$ cat config.mk
export PLATFORM = sky130hd
export DESIGN_NAME = serial_pattern_gen_flat
export DESIGN_NICKNAME = d
export VERILOG_FILES = /design/src/rtl/serial_pattern_gen_if.sv /design/src/rtl/serial_pattern_gen.sv /design/src/flat_wrapper.sv
export SDC_FILE = /design/constraint.sdc
export NUM_CORES = 1
export LEC_CHECK = 0
export CORE_ASPECT_RATIO = 1.25
export CORE_MARGIN = 5
export CORE_UTILIZATION = 30
export DETAILED_ROUTE_END_ITERATION = 16
export PLACE_DENSITY = 0.47
export SETUP_SLACK_MARGIN = 0.02
export SYNTH_ARGS = -nofsm -noshare
export SYNTH_HDL_FRONTEND = slang
export SYNTH_SLANG_ARGS = --single-unit
export TNS_END_PERCENT = 10
$ cat constraint.sdc
create_clock -name clk -period 2.4 [get_ports clk]
set_input_delay 0.24 -clock clk [delete_from_list [all_inputs] [get_ports clk]]
set_output_delay 0.24 -clock clk [all_outputs]
set_load 0.03 [all_outputs]
$ cat src/rtl/serial_pattern_gen_if.sv
// Control and serial-output bundle between a pattern source and serial_pattern_gen.
// The master side requests frames; the slave side (the generator) returns x/busy/done.
interface serial_pattern_gen_if #(
    parameter int WIDTH = 8,
    parameter int LW    = $clog2(WIDTH) + 1
);
    logic             start;
    logic             abort;
    logic [WIDTH-1:0] pattern;
    logic [LW-1:0]    len;
    logic [3:0]       reps;
    logic             x;
    logic             busy;
    logic             done;

    modport master (
        output start, abort, pattern, len, reps,
        input  x, busy, done
    );

    modport slave (
        input  start, abort, pattern, len, reps,
        output x, busy, done
    );
endinterface

$ cat src/rtl/serial_pattern_gen.sv
// Serial bit-stream transmitter: shifts a captured pattern out MSB-first, DIV clocks
// per bit, repeated back-to-back reps times, with abort and a one-cycle done pulse.
module serial_pattern_gen #(
    parameter int WIDTH = 8,
    parameter int DIV   = 1,
    parameter int LW    = $clog2(WIDTH) + 1
) (
    input  logic               clk,
    input  logic               rst_n,
    serial_pattern_gen_if.slave bus
);
    localparam int            DW       = (DIV > 1) ? $clog2(DIV) : 1;
    localparam logic [LW-1:0] LEN_MAX  = LW'(WIDTH);
    localparam logic [LW-1:0] ONE_L    = LW'(1);
    localparam logic [DW-1:0] DIV_LAST = DW'(DIV - 1);
    localparam logic [DW-1:0] DIV_ONE  = DW'(1);

    typedef enum logic [0:0] {
        IDLE = 1'b0,
        SEND = 1'b1
    } state_e;

    state_e           state_q, state_d;
    logic [WIDTH-1:0] pat_q, pat_d;
    logic [LW-1:0]    len_q, len_d;
    logic [LW-1:0]    idx_q, idx_d;
    logic [3:0]       reps_q, reps_d;
    logic [DW-1:0]    div_q, div_d;
    logic             x_q, x_d;
    logic             busy_q, busy_d;
    logic             done_q, done_d;
    logic [LW-1:0]    eff_len_s;
    logic [3:0]       eff_reps_s;

    // Bit at position idx of p; a shift keeps the index width independent of WIDTH.
    function automatic logic pick_bit(input logic [WIDTH-1:0] p, input logic [LW-1:0] idx);
        logic [WIDTH-1:0] shifted;
        shifted = p >> idx;
        return shifted[0];
    endfunction

    assign eff_len_s  = ((bus.len == {LW{1'b0}}) || (bus.len > LEN_MAX)) ? LEN_MAX : bus.len;
    assign eff_reps_s = (bus.reps == 4'd0) ? 4'd1 : bus.reps;

    assign bus.x    = x_q;
    assign bus.busy = busy_q;
    assign bus.done = done_q;

    // Next-state and next-output logic for the IDLE/SEND sequencer.
    always_comb begin
        state_d = state_q;
        pat_d   = pat_q;
        len_d   = len_q;
        idx_d   = idx_q;
        reps_d  = reps_q;
        div_d   = div_q;
        x_d     = x_q;
        busy_d  = busy_q;
        done_d  = 1'b0;
        case (state_q)
            IDLE: begin
                x_d    = 1'b0;
                busy_d = 1'b0;
                if (bus.abort) begin
                    state_d = IDLE;
                end else if (bus.start) begin
                    pat_d   = bus.pattern;
                    len_d   = eff_len_s;
                    reps_d  = eff_reps_s;
                    idx_d   = eff_len_s - ONE_L;
                    div_d   = {DW{1'b0}};
                    x_d     = pick_bit(bus.pattern, eff_len_s - ONE_L);
                    busy_d  = 1'b1;
                    state_d = SEND;
                end else begin
                    state_d = IDLE;
                end
            end
            SEND: begin
                if (bus.abort) begin
                    state_d = IDLE;
                    x_d     = 1'b0;
                    busy_d  = 1'b0;
                    div_d   = {DW{1'b0}};
                    idx_d   = {LW{1'b0}};
                end else if (div_q == DIV_LAST) begin
                    div_d = {DW{1'b0}};
                    if (idx_q != {LW{1'b0}}) begin
                        idx_d = idx_q - ONE_L;
                        x_d   = pick_bit(pat_q, idx_q - ONE_L);
                    end else if (reps_q > 4'd1) begin
                        // Next repetition starts on the very next edge: no idle gap.
                        reps_d = reps_q - 4'd1;
                        idx_d  = len_q - ONE_L;
                        x_d    = pick_bit(pat_q, len_q - ONE_L);
                    end else begin
                        state_d = IDLE;
                        x_d     = 1'b0;
                        busy_d  = 1'b0;
                        done_d  = 1'b1;
                    end
                end else begin
                    div_d = div_q + DIV_ONE;
                end
            end
            default: begin
                state_d = IDLE;
                x_d     = 1'b0;
                busy_d  = 1'b0;
            end
        endcase
    end

    // State, captured frame fields and registered outputs.
    always_ff @(posedge clk or negedge rst_n) begin
        if (!rst_n) begin
            state_q <= IDLE;
            pat_q   <= {WIDTH{1'b0}};
            len_q   <= {LW{1'b0}};
            idx_q   <= {LW{1'b0}};
            reps_q  <= 4'd0;
            div_q   <= {DW{1'b0}};
            x_q     <= 1'b0;
            busy_q  <= 1'b0;
            done_q  <= 1'b0;
        end else begin
            state_q <= state_d;
            pat_q   <= pat_d;
            len_q   <= len_d;
            idx_q   <= idx_d;
            reps_q  <= reps_d;
            div_q   <= div_d;
            x_q     <= x_d;
            busy_q  <= busy_d;
            done_q  <= done_d;
        end
    end
endmodule

$ cat src/flat_wrapper.sv
// flat-port wrapper written by rule: the top's interface ports become plain ports
module serial_pattern_gen_flat 
#(
    parameter int WIDTH = 8,
    parameter int DIV   = 1,
    parameter int LW    = $clog2(WIDTH) + 1
)
  (clk, rst_n, bus_start, bus_abort, bus_pattern, bus_len, bus_reps, bus_x, bus_busy, bus_done);
  serial_pattern_gen_if #(.WIDTH(WIDTH), .LW(LW)) bus_i ();
  input  logic clk;
  input  logic rst_n;
  input wire logic [$bits(bus_i.start)-1:0] bus_start;
  input wire logic [$bits(bus_i.abort)-1:0] bus_abort;
  input wire logic [$bits(bus_i.pattern)-1:0] bus_pattern;
  input wire logic [$bits(bus_i.len)-1:0] bus_len;
  input wire logic [$bits(bus_i.reps)-1:0] bus_reps;
  output wire logic [$bits(bus_i.x)-1:0] bus_x;
  output wire logic [$bits(bus_i.busy)-1:0] bus_busy;
  output wire logic [$bits(bus_i.done)-1:0] bus_done;
  assign bus_i.start = bus_start;
  assign bus_i.abort = bus_abort;
  assign bus_i.pattern = bus_pattern;
  assign bus_i.len = bus_len;
  assign bus_i.reps = bus_reps;
  assign bus_x = bus_i.x;
  assign bus_busy = bus_i.busy;
  assign bus_done = bus_i.done;
  serial_pattern_gen #(.WIDTH(WIDTH), .DIV(DIV), .LW(LW)) u_core (.clk(clk), .rst_n(rst_n), .bus(bus_i));
endmodule
==> results of run 1 <==
==> cell families (layout without fill, tap and decap cells) <==
group           count (synthesis)  count (layout)  share of synthesized area
fa+ha+maj                       6               6                     0.0507
compound gates                 31              31                      0.133
buf+inv                        14              40                     0.0380
xor+xnor                        4               4                     0.0237
mux                            10              10                      0.102
simple gates                   75              75                      0.247
flops                          24              24                      0.405
==> per-stage QoR <==
step / cells / hold slack, ns
floorplan: 164 / -0.0556
global placement: 247 / 0.478
detailed placement: 247 / 0.485
CTS: 250 / 0.351
global route: 250 / 0.375
finish: 250 / 0.338
==> worst paths after layout <==
kind                                 startpoint          endpoint  slack, ns  cells past startpoint
max in group asynchronous                 rst_n   u_core.pat_q[2]       1.81                      2
min in group clk                u_core.pat_q[1]   u_core.pat_q[1]       0.50                      2
worst min register to register  u_core.pat_q[1]   u_core.pat_q[1]       0.50                      2
worst max-delay path                 bus_len[3]      u_core.bus.x       0.45                      7
worst max register to register  u_core.idx_q[1]   u_core.idx_q[2]       0.47                      7
worst min-delay path                      rst_n  u_core.reps_q[1]       0.34                      2
==> flip-flops by register name, summed over array words and instances (netlist names) <==
| register | flops |
|---|---|
| u_core.pat_q | 8 |
| u_core.len_q | 4 |
| u_core.bus.done | 1 |
| u_core.reps_q | 4 |
| u_core.state_q | 1 |
| u_core.bus.busy | 1 |
| u_core.bus.x | 1 |
| u_core.idx_q | 4 |
==> power groups by stage <==
stage,combinational (W),clock [W],sequential [W]
after floorplan,0.000367,0,0.000564
after global placement,0.000519,0,0.000580
after detailed placement,0.000523,0,0.000584
after CTS,0.000526,0.000252,0.000576
after global routing,0.000583,0.000265,0.000590
final,0.000514,0.000245,0.000576
==> layout by cell type, fill, tap and decap left out <==
cell             instances
a41o_1                   1
clkbuf_8                 3
nand4b_1                 1
o22ai_1                  1
o21ai_1                  1
mux4_2                   4
dfrtp_1                 24
o311ai_0                 2
nand3_1                  3
nor3_1                   6
nor3b_4                  1
nand3b_1                 3
nand2b_1                 4
or4_1                    1
nor2b_1                  3
or4b_4                   1
ha_1                     6
nand2_1                 38
a21oi_1                  8
a21o_1                   1
o31ai_1                  3
or2b_1                   1
clkdlybuf4s50_1         22
buf_4                    7
o21ai_0                 12
a211oi_1                 1
mux2i_1                  5
o22ai_4                  1
xnor2_1                  1
xor2_1                   3
nor2_1                  10
or3_1                    1
mux2_2                   1
and2_1                   2
inv_1                    8
==> layer usage <==
| metal | vias up | share of wire | global-route usage |
|---|---|---|---|
| li1 | 627 | - | - |
| met3 | 6 | 0.039 | 0.0182 |
| met2 | 31 | 0.53 | 0.243 |
| met1 | 592 | 0.41 | 0.146 |
| met5 | - | 0 | 0 |
| met4 | 0 | 0.016 | 0.0403 |
==> worst register-to-register path: stages, from the launching register on <==
cell and delay (ns):
dfrtp_1 0.40, inv_1 0.10, ha_1 0.17, nor3b_4 0.22
or4b_4 0.54, o22ai_4 0.22, nor3_1 0.10, a21oi_1 0.12
==> final cells by class <==
class	count	area, um2
Tap cell	60	75.1
Sequential cell	24	601
Multi-Input combinational cell	126	825
Timing Repair Buffer	29	273
Clock buffer	3	41.3
Fill cell	510	2920
Inverter	8	30.0
==> flow_metrics.py, run 1 <==
metrics = {
    "status": {
        "status": "complete, no violations",
    },
    "run": {
        "cap_viol_max_count": 0,
    },
    "timing": {
        "min_period_ns": 1.95,
        "slew_violations": 0,
        "post-route-period-util": 0.813,
        "finalHoldViolations": 0,
        "worst_slew_pin_slew_ns": 0.479,
        "rsz0062_at_grt": "false",
        "setup_ws_ns": 0.449,
        "setup_viol": 0,
        "tns_ns": 0,
        "maxClockFrequency_mhz": 513,
        "slew_headroom": 0.679,
        "clock_skew_ns": 0.00362,
    },
    "route": {
        "first_pass_iters": 4,
        "wl_per_cell_um": 14.8,
        "postRouteAntennaNets": 0,
        "drc_errors": 0,
        "drt-initial-drc-count": 25,
        "drt-total-wl_um": 3690,
        "vias": 1256,
        "via_per_inst": 5.02,
    },
    "synth": {
        "async_flop_share": 1.00,
        "ys_ff_latch": 24,
        "synth.area.top_cells": "dfrtp_1 (41%), nand2_1 (9.6%), mux4_2 (6.1%), ha_1 (5.1%), o21ai_0 (4.1%)",
        "synth_area_per_cell_um2": 9.03,
        "synth_edf_count": 0,
        "yosysSeqAreaShare": 0.405,
        "synth_nets": 190,
        "synth.top_cell.area_share": 0.405,
        "ys.flop_type": "dfrtp_1",
        "yosys_warnings": 0,
        "yosysMostFrequentCell": "nand2_1",
        "synth_top_area_cell": "dfrtp_1",
        "synthTopCellsByCount": "nand2_1 (38), dfrtp_1 (24), o21ai_0 (12), nor2_1 (10)",
        "synth_cell_type_count": 34,
        "syn_area_um2": 1480,
        "netlist_instances": 164,
    },
    "die": {
        "initial_utilization": 0.311,
        "die_area_um2": 6450,
        "core_area_um2": 4760,
        "pin_count": 23,
        "num_rows": 28,
        "die_h_um": 88.6,
        "die_w_um": 72.9,
    },
    "critical_path": {
        "max_stage_delay_ns": 0.46,
        "path_delay_family": "buffers and inverters",
        "startpoint_type": "primary input",
        "crit_chain": "clkdlybuf4s50_1, nand2b_1, ha_1, xnor2_1, mux2i_1, nand4b_1, a41o_1",
        "slowest_stage": "clkdlybuf4s50_1",
        "cp-end-kind": "flip-flop",
        "arrival_ns": 2.12,
        "path_buf_inv": 1,
        "worst-setup-path-type": "primary input to flip-flop",
        "cp_max_fo": 5,
        "crit_required_ns": 2.57,
    },
    "global_routing": {
        "grt_pass1_vias": 1390,
        "grt_usage": 0.128,
        "gr-total-overflow": 0,
        "grt_pass1_wl_um": 6400,
        "antenna_found_initial": 0,
        "grt_start_max_net_pins": 25,
    },
    "place": {
        "dp_hpwl_um": 2960,
        "gp_congestion": 0.829,
        "io_buffer_count": 22,
        "place_ws_ns": 0.145,
        "placed_area_um2": 1800,
    },
    "pwr": {
        "p_leak_nw": 0.819,
        "report.power.total_w": 0.00134,
        "ir_worst_vdd_uv": 252,
        "clockPowerShare": 0.184,
        "pwr_density_cell_nw_per_um2": 724,
        "p_sw_frac": 0.356,
        "p_int_w": 0.000861,
        "p_switching_w": 0.000475,
        "p_seq_frac": 0.431,
        "combPwrFrac": 0.385,
    },
    "final_layout": {
        "layout.nets": 218,
        "area_growth_pct": 24.5,
        "utilization": 0.387,
        "fin_area_um2": 1840,
        "drive_gt1_frac": 0.0947,
        "n_antenna_cell": 0,
    },
    "cts": {
        "postCtsResizedCells": 0,
        "cts_buffer_depth": 2,
        "cts_tree": "yes",
        "cts_setup_buffers": 0,
        "cts_made_buffers": 3,
        "clkTransAtPathRegs_ns": 0.09,
        "clock_sinks": 24,
        "cts-htree-levels": 1,
        "cts_root_buf": "clkbuf_8",
        "ctsHoldBuffers": 0,
        "worstSkewPairLatency_ns": 0.27,
    },
    "hold_path": {
        "min_path_type": "primary input to asynchronous set/reset pin",
    },
}
Power figures use the tool's default switching activity.
==> run 2: changes to the inputs <==
clock period = 1.84 ns   (was 2.4 ns; I/O delays follow)
==> run 2 against run 1 <==
Against the previous run:
- the run now ends with setup timing left
- design area rose by 9.1%
- clock power up 91%
- clock-buffer cell count unchanged
- core utilization rose by 3.5 points
- critical path depth did not move
- global-route usage up 0.11 points
- largest power group is now combinational cells
==> flow_metrics.py, run 2 (synthesis results as in run 1) <==
metrics = {
    "final_layout": {
        "top_register": "u_core.pat_q",
        "seq_area_um2": 601,
        "layout.nets": 232,
        "n_antenna_cell": 0,
        "utilization": 0.422,
        "final_common_cell": "nand2_1",
        "area_growth_pct": 35.8,
        "drive_gt1_frac": 0.185,
        "largest_reg_flops": 8,
        "final_cell_mix": "nand2_1 (38), dfrtp_1 (24), clkdlybuf4s50_1 (22), buf_4 (21), nor2_1 (10)",
        "multi_input_area_um2": 857,
        "n_fill_cell": 502,
        "fin_area_um2": 2010,
    },
    "global_routing": {
        "antenna_found_initial": 0,
        "grt_pass1_wl_um": 6450,
        "grt_pass1_vias": 1378,
        "grt_start_max_net_pins": 25,
        "grt_usage": 0.129,
        "gr-total-overflow": 0,
    },
    "timing": {
        "timing.hold.ws_ns": 0.280,
        "clock_skew_ns": 0.00364,
        "maxClockFrequency_mhz": 541,
        "worst_slew_pin_slew_ns": 0.380,
        "slew_headroom": 0.747,
        "min_period_ns": 1.85,
        "setup_viol": 1,
        "post-route-period-util": 1.00,
        "slew_violations": 0,
        "setup_ws_ns": -0.00813,
        "rsz0062_at_grt": "true",
        "finalHoldViolations": 0,
        "tns_ns": -0.00813,
    },
    "hold_path": {
        "min_path_type": "primary input to asynchronous set/reset pin",
    },
    "status": {
        "violations": "setup timing",
        "status": "finished with violations",
    },
    "critical_path": {
        "arrival_ns": 2.06,
        "cp-end-kind": "flip-flop",
        "max_stage_delay_ns": 0.52,
        "path_delay_family": "simple AND/OR/NAND/NOR gates",
        "path_buf_inv": 1,
        "slowest_stage": "or4_1",
        "crit_required_ns": 2.05,
        "reg2reg_setup_slack_ns": -0.008,
        "worst-setup-path-type": "flip-flop to flip-flop",
        "crit_chain": "inv_1, ha_4, mux4_2, mux2i_1, or4_1, o31ai_1, a41o_1",
        "startpoint_type": "flip-flop",
        "cp_max_fo": 3,
    },
    "cts": {
        "cts-htree-levels": 1,
        "cts_made_buffers": 3,
        "clock_sinks": 24,
        "cts_buffer_depth": 2,
        "cts_root_buf": "clkbuf_8",
        "clkTransAtPathRegs_ns": 0.09,
        "worstSkewPairLatency_ns": 0.27,
        "cts_tree": "yes",
        "ctsHoldBuffers": 0,
    },
    "pwr": {
        "ir_worst_vdd_uv": 296,
        "p_leak_nw": 0.902,
        "pwr_density_cell_nw_per_um2": 986,
    },
    "die": {
        "num_rows": 28,
        "die_h_um": 88.6,
        "pin_count": 23,
        "die_w_um": 72.9,
        "initial_utilization": 0.311,
        "core_area_um2": 4760,
        "die_area_um2": 6450,
    },
    "route": {
        "vias": 1295,
        "first_pass_iters": 4,
        "drc_errors": 0,
        "postRouteAntennaNets": 0,
        "drt-total-wl_um": 3790,
        "via_per_inst": 4.89,
        "wl_per_cell_um": 14.3,
        "drt-initial-drc-count": 28,
    },
    "place": {
        "gp_congestion": 0.812,
        "io_buffer_count": 22,
        "place_ws_ns": -0.159,
        "dp_hpwl_um": 3040,
        "placed_area_um2": 1910,
    },
    "run": {
        "cap_viol_max_count": 0,
    },
}
## run 2: cell types whose count changed in the layout (fill, tap and decap cells not counted), sizes merged
| cell | delta |
|---|---|
| buf | +14 |
| bufinv | +1 |
## run 2: worst reg2reg max path, cell delays in order (launching register included)
cell     delay [ns]
dfrtp_1        0.39
inv_1          0.10
ha_4           0.22
mux4_2         0.22
mux2i_1        0.07
or4_1          0.52
o31ai_1        0.12
a41o_1         0.14
## run 2: path summary, 6_finish.rpt
| check | startpoint | endpoint | cells past startpoint |
|---|---|---|---|
| hold / removal | rst_n | u_core.reps_q[3] | 2 |
| setup / recovery | u_core.len_q[0] | u_core.bus.x | 7 |
| setup reg to reg | u_core.len_q[0] | u_core.bus.x | 7 |
| hold reg to reg | u_core.bus.busy | u_core.bus.busy | 2 |
| min in group clk | bus_pattern[5] | u_core.pat_q[5] | 3 |
| max in group asynchronous | rst_n | u_core.pat_q[2] | 2 |
## run 2: power by group
group	internal, W	switching, W
Combinational	0.000399	0.000369
Clock	0.000291	0.000178
Sequential	0.000640	0.000106
Total	0.00133	0.000653
## run 2: through the flow
stage / total power, W / instances
floorplan: 0.00123 / 164
global placement: 0.00148 / 261
detailed placement: 0.00150 / 261
CTS: 0.00201 / 265
global route: 0.00212 / 265
finish: 0.00198 / 265
## run 2: cell type report
type                            count  share of cell area
Tap cell                           60              0.0373
Timing Repair Buffer               43               0.188
Sequential cell                    24               0.299
Multi-Input combinational cell    126               0.426
Clock inverter                      1              0.0149
Inverter                            8              0.0149
Clock buffer                        3              0.0205
## run 2: timing repair
action,in CTS,in global routing
resized for setup,4,0
cloned,0,0
pin swaps,3,1
endpoints found under the setup margin,5,5
setup buffers,0,0
## run 2: layer usage
metal,GRT usage,share of wire
met2,0.246,0.53
met1,0.143,0.42
met3,0.0250,0.045
met4,0.0403,0.0063
met5,0,0
